<file path="config.mk">
export PLATFORM = sky130hd
export DESIGN_NAME = negate_arbiter
export DESIGN_NICKNAME = d
export VERILOG_FILES = /design/src/rtl/negate_arbiter.sv
export SDC_FILE = /design/constraint.sdc
export NUM_CORES = 1
export LEC_CHECK = 0
export CAP_MARGIN = 20
export CELL_PAD_IN_SITES_DETAIL_PLACEMENT = 1
export CELL_PAD_IN_SITES_GLOBAL_PLACEMENT = 1
export CORE_MARGIN = 5
export CORE_UTILIZATION = 32
export CTS_CLUSTER_DIAMETER = 120
export DETAILED_ROUTE_END_ITERATION = 10
export PLACE_DENSITY_LB_ADDON = 0.05
export SYNTH_ARGS = -nofsm -noshare
export SYNTH_HDL_FRONTEND = slang
export SYNTH_SLANG_ARGS = --single-unit
</file>
<file path="constraint.sdc">
create_clock -name clk -period 2.8 [get_ports clk]
set_clock_uncertainty 0.05 [all_clocks]
set_input_delay 0.84 -clock clk [delete_from_list [all_inputs] [get_ports clk]]
set_output_delay 0.84 -clock clk [all_outputs]
set_load 0.005 [all_outputs]
</file>
<file path="src/rtl/negate_arbiter.sv">
// negate_arbiter: round-robin share of one 8-bit negator among N_REQ valid/ready requesters, one op in flight, registered response + done_cnt
module twos_compliment (
  input  logic [7:0] a,
  output logic [7:0] y
);
  assign y = ~a + 8'd1;
endmodule

module negate_arbiter #(
  parameter int N_REQ = 4,
  parameter int ID_W  = 2
) (
  input  logic                 clk,
  input  logic                 rst_n,
  input  logic [N_REQ-1:0]     req_valid,
  input  logic [8*N_REQ-1:0]   req_data,
  output logic [N_REQ-1:0]     req_ready,
  output logic                 rsp_valid,
  input  logic                 rsp_ready,
  output logic [ID_W-1:0]      rsp_id,
  output logic [7:0]           rsp_data,
  output logic                 rsp_ovf,
  output logic                 rsp_zero,
  output logic [15:0]          done_cnt
);
  typedef enum logic {IDLE, RESP} state_t;
  localparam logic [ID_W:0] NR = (ID_W+1)'(N_REQ);
  state_t state_q, state_d;
  logic [ID_W-1:0] ptr_q, ptr_d, id_q, id_d, win, idx;
  logic [ID_W:0] s;
  logic [7:0] op_q, op_d, sel;
  logic ovf_q, ovf_d, zero_q, zero_d, found;
  logic [15:0] cnt_q, cnt_d;
  always_comb begin
    win = '0;
    found = 1'b0;
    s = '0;
    idx = '0;
    for (int k = 0; k < N_REQ; k++) begin
      s = {1'b0, ptr_q} + (ID_W+1)'(k);
      idx = ID_W'(s >= NR ? s - NR : s);
      if (!found && req_valid[idx]) begin
        found = 1'b1;
        win = idx;
      end
    end
  end
  assign sel = req_data[{win, 3'b000} +: 8];
  assign req_ready = (rst_n && state_q == IDLE && found) ? N_REQ'(1) << win : '0;
  always_comb begin
    state_d = state_q;
    ptr_d = ptr_q;
    id_d = id_q;
    op_d = op_q;
    ovf_d = ovf_q;
    zero_d = zero_q;
    cnt_d = cnt_q;
    if (state_q == IDLE && found) begin
      state_d = RESP;
      id_d = win;
      op_d = sel;
      ovf_d = sel == 8'h80;
      zero_d = sel == 8'h00;
      ptr_d = (win == ID_W'(N_REQ-1)) ? '0 : win + ID_W'(1);
    end else if (state_q == RESP && rsp_ready) begin
      state_d = IDLE;
      cnt_d = cnt_q + 16'd1;
    end
  end
  always_ff @(posedge clk or negedge rst_n) begin
    if (!rst_n) begin
      state_q <= IDLE;
      ptr_q <= '0;
      id_q <= '0;
      op_q <= '0;
      ovf_q <= 1'b0;
      zero_q <= 1'b0;
      cnt_q <= '0;
    end else begin
      state_q <= state_d;
      ptr_q <= ptr_d;
      id_q <= id_d;
      op_q <= op_d;
      ovf_q <= ovf_d;
      zero_q <= zero_d;
      cnt_q <= cnt_d;
    end
  end
  twos_compliment u_neg (.a(op_q), .y(rsp_data));
  assign rsp_valid = state_q == RESP;
  assign rsp_id = id_q;
  assign rsp_ovf = ovf_q;
  assign rsp_zero = zero_q;
  assign done_cnt = cnt_q;
endmodule

</file>
==> reports/results.txt <==
Outcome -> finished with violations
Failing checks -> negative setup slack
CTS sink cnt -> 31
Slew Limit Fails -> 0
Clock latency on the worst-skew pair -> 0.28 ns
Largest net degree at the start of global routing -> 32
DP HPWL -> 3890 um
Multi-input gate area in the final layout -> 0.00115 mm^2
Rows -> 27
Clock power share -> 0.157
Seq cells post-synth -> 31
Sw Share -> 0.351
Syn_area_per_cell -> 10.1 um^2
RSZ-0062 raised after global routing -> true
Most frequent cells in the layout -> clkdlybuf4s50_1 (63), dfrtp_1 (27), nand2_1 (24), buf_4 (19), mux2i_1 (17)
Setup ws final -> -0.0474 ns
Cell internal pwr -> 1.48 mW
Hold depth -> 1
Final WL -> 5350 um
Vias -> 1,654
Top cells by area, synth -> dfrtp_1 (43%), mux2i_1 (9.9%), xnor2_1 (6.2%)
Global-route wire length before repair -> 8690 um
Final core utilization -> 0.557
Violation count after the first detailed-route iteration -> 37
Worst EP required -> 1.91 ns
Area Overhead vs Synth -> 68.3%
Layout cells sized above 1 -> 0.272
Top-area cell type share of the netlist area -> 0.426
Crit. End Element -> output port
Vias in the first global route -> 1,747
CTS tree -> built
Logic pwr share -> 0.521
Worst-Margin Slew -> 0.387 ns
Period minus WS final -> 2.85 ns
Clk root buf -> clkbuf_8
Critical Path AT -> 1.96 ns
Class of the worst hold path -> reg -> reg
Most common cell after layout, fill and taps aside -> clkdlybuf4s50_1
GRT overflow -> 0
Filler cells -> 604
Total core area -> 0.00551 mm^2
Sequential fraction of the synthesis area -> 0.426
Initial antenna violation count -> 0
TritonCTS Buffers -> 5
Die X-Extent -> 85.5 um
Fmax achieved -> 351 MHz
Ports -> 72
Post-synthesis cell area -> 0.00182 mm^2
Reg2Reg Capture Point -> op_q[2]
Period utilisation layout -> 1.02
DR WL/cell -> 15.2 um
Post-Syn Nets -> 225
Cts-stage hold buffer count -> 0
H-tree Lvls -> 2
Count of final setup violators -> 2
Net Switching -> 0.802 mW
LEAKAGE -> 1.35 nW
Vias/cell -> 4.71
Setup TNS -> -0.0627 ns
Initial Util -> 0.331
Setup CP Type -> in -> out
Nets -> 324
# DRC -> 0
Register-to-register path setup slack -> 0.54 ns
Max-cap violations -> 0
Die height -> 85.5 um
Min-delay src -> done_cnt[15]
FF/Latch Area -> 781 um^2
Reg clk slew, reported paths -> 0.06 ns
Cell accounting for the most synthesized area -> dfrtp_1
Synth cell types -> 36
Die area -> 0.00731 mm^2
Hold_ws -> 0.420 ns
WHS Endpoint -> done_cnt[15]
TritonRoute pass-1 iters -> 6
Fin. Hold Viols -> 0
Max transition margin -> 0.742
Gr usage total -> 0.149
Max IR drop VDD -> 529 uV
Crit-path max FO -> 5
Post-DRT Antenna Nets -> 0
Ant diodes -> 0
Gate Count Post-Synth -> 180
PwrDens -> 744 mW/mm^2
R2R cell count -> 10
Yosys warns -> 0
Gpl congestion -> 0.742
RR Startpoint -> ptr_q[0]
Share of power burned in registers -> 0.322
Critical path startpoint category -> input pin
Bufs on Longest Clock Path -> 2
IO buf count -> 71
synth_stat cells (all sizes together):
| cell | number |
|---|---|
| nor4 | 2 |
| and2 | 1 |
| nor2b | 1 |
| a21o | 1 |
| dfrtp | 31 |
| o21ai | 9 |
| nand3 | 9 |
| clkbuf | 2 |
| mux2 | 8 |
| o31ai | 2 |
| and4 | 1 |
| a22o | 1 |
| xnor2 | 13 |
| or2 | 1 |
| a21oi | 3 |
| mux2i | 18 |
| nand2b | 1 |
| buf | 2 |
| ha | 6 |
| and3 | 7 |
| nor3 | 2 |
| nand4 | 4 |
| nand2 | 25 |
| xor2 | 8 |
| o2bb2ai | 1 |
| inv | 5 |
| nor2 | 15 |
| nor4b | 1 |
power groups by stage:
stage          combinational [mW]  sequential (mW)  clock [mW]
2_1_floorplan               0.527            0.677           0
3_3_place_gp                0.992            0.706           0
5_1_grt                      1.31            0.763       0.387
6_report                     1.19            0.736       0.359
3_5_place_dp                 1.00            0.707           0
4_1_cts                      1.12            0.717       0.368
critical path: stages:
cell       delay [ns]
buf_12           0.11
mux2i_4          0.15
o2bb2ai_4        0.15
nor2_4           0.07
buf_6            0.12
buf_6            0.11
ha_4             0.15
and3_4           0.15
buf_6            0.11
state kept, by name, summed over array words and instances, names as in the netlist:
name	cells
ptr_q	2
rsp_valid	1
rsp_zero	1
rsp_id	2
done_cnt	16
op_q	8
rsp_ovf	1
cell families after synthesis:
kind of cell / count (synthesis) / share of synthesized area
buf+inv: 9 / 0.0281
mux: 26 / 0.150
simple gates: 70 / 0.193
fa+ha+maj: 6 / 0.0412
flops: 31 / 0.426
xor+xnor: 21 / 0.101
compound gates: 17 / 0.0611
stage by stage:
| step | instance area [um^2] | worst slack (ns) | power (mW) | std cells |
|---|---|---|---|---|
| floorplan | 1820 | 0.146 | 1.20 | 180 |
| global placement | 2710 | -0.776 | 1.70 | 335 |
| detailed placement | 2710 | -0.822 | 1.71 | 335 |
| CTS | 2940 | -0.0452 | 2.20 | 348 |
| global route | 3070 | -0.0874 | 2.46 | 351 |
| finish | 3070 | -0.0474 | 2.28 | 351 |
what timing repair did:
action,4_1_cts,5_1_grt
hold endpoints to repair,0,0
pin swaps,6,6
endpoints found under the setup margin,6,6
buffers inserted,6,3
gates resized for setup,61,25
how the worst max path moves through the flow:
stage | start | endpoint | slack [ns] | cells after the start
after floorplan | req_valid[3] | req_ready[2] | 0.15 | 7
after global placement | req_valid[3] | req_ready[3] | -0.78 | 7
after detailed placement | req_valid[3] | req_ready[3] | -0.82 | 7
after CTS | req_valid[3] | req_ready[3] | -0.05 | 9
after global routing | req_valid[3] | req_ready[3] | -0.09 | 9
final | req_valid[3] | req_ready[3] | -0.05 | 9
metal layers:
metal,share of wire,track usage
met1,0.43,0.186
met2,0.52,0.249
met3,0.039,0.0320
met4,0.016,0.0561
met5,0,0
layout make-up:
class	instances	share of cell area
clock inverters	1	0.00163
inverters	5	0.00856
flip-flops and latches	31	0.254
well taps	72	0.0294
repair buffers	96	0.305
clock buffers	6	0.0269
multi-input cells	140	0.374
Note: power is estimated with default switching activity, not from simulation.
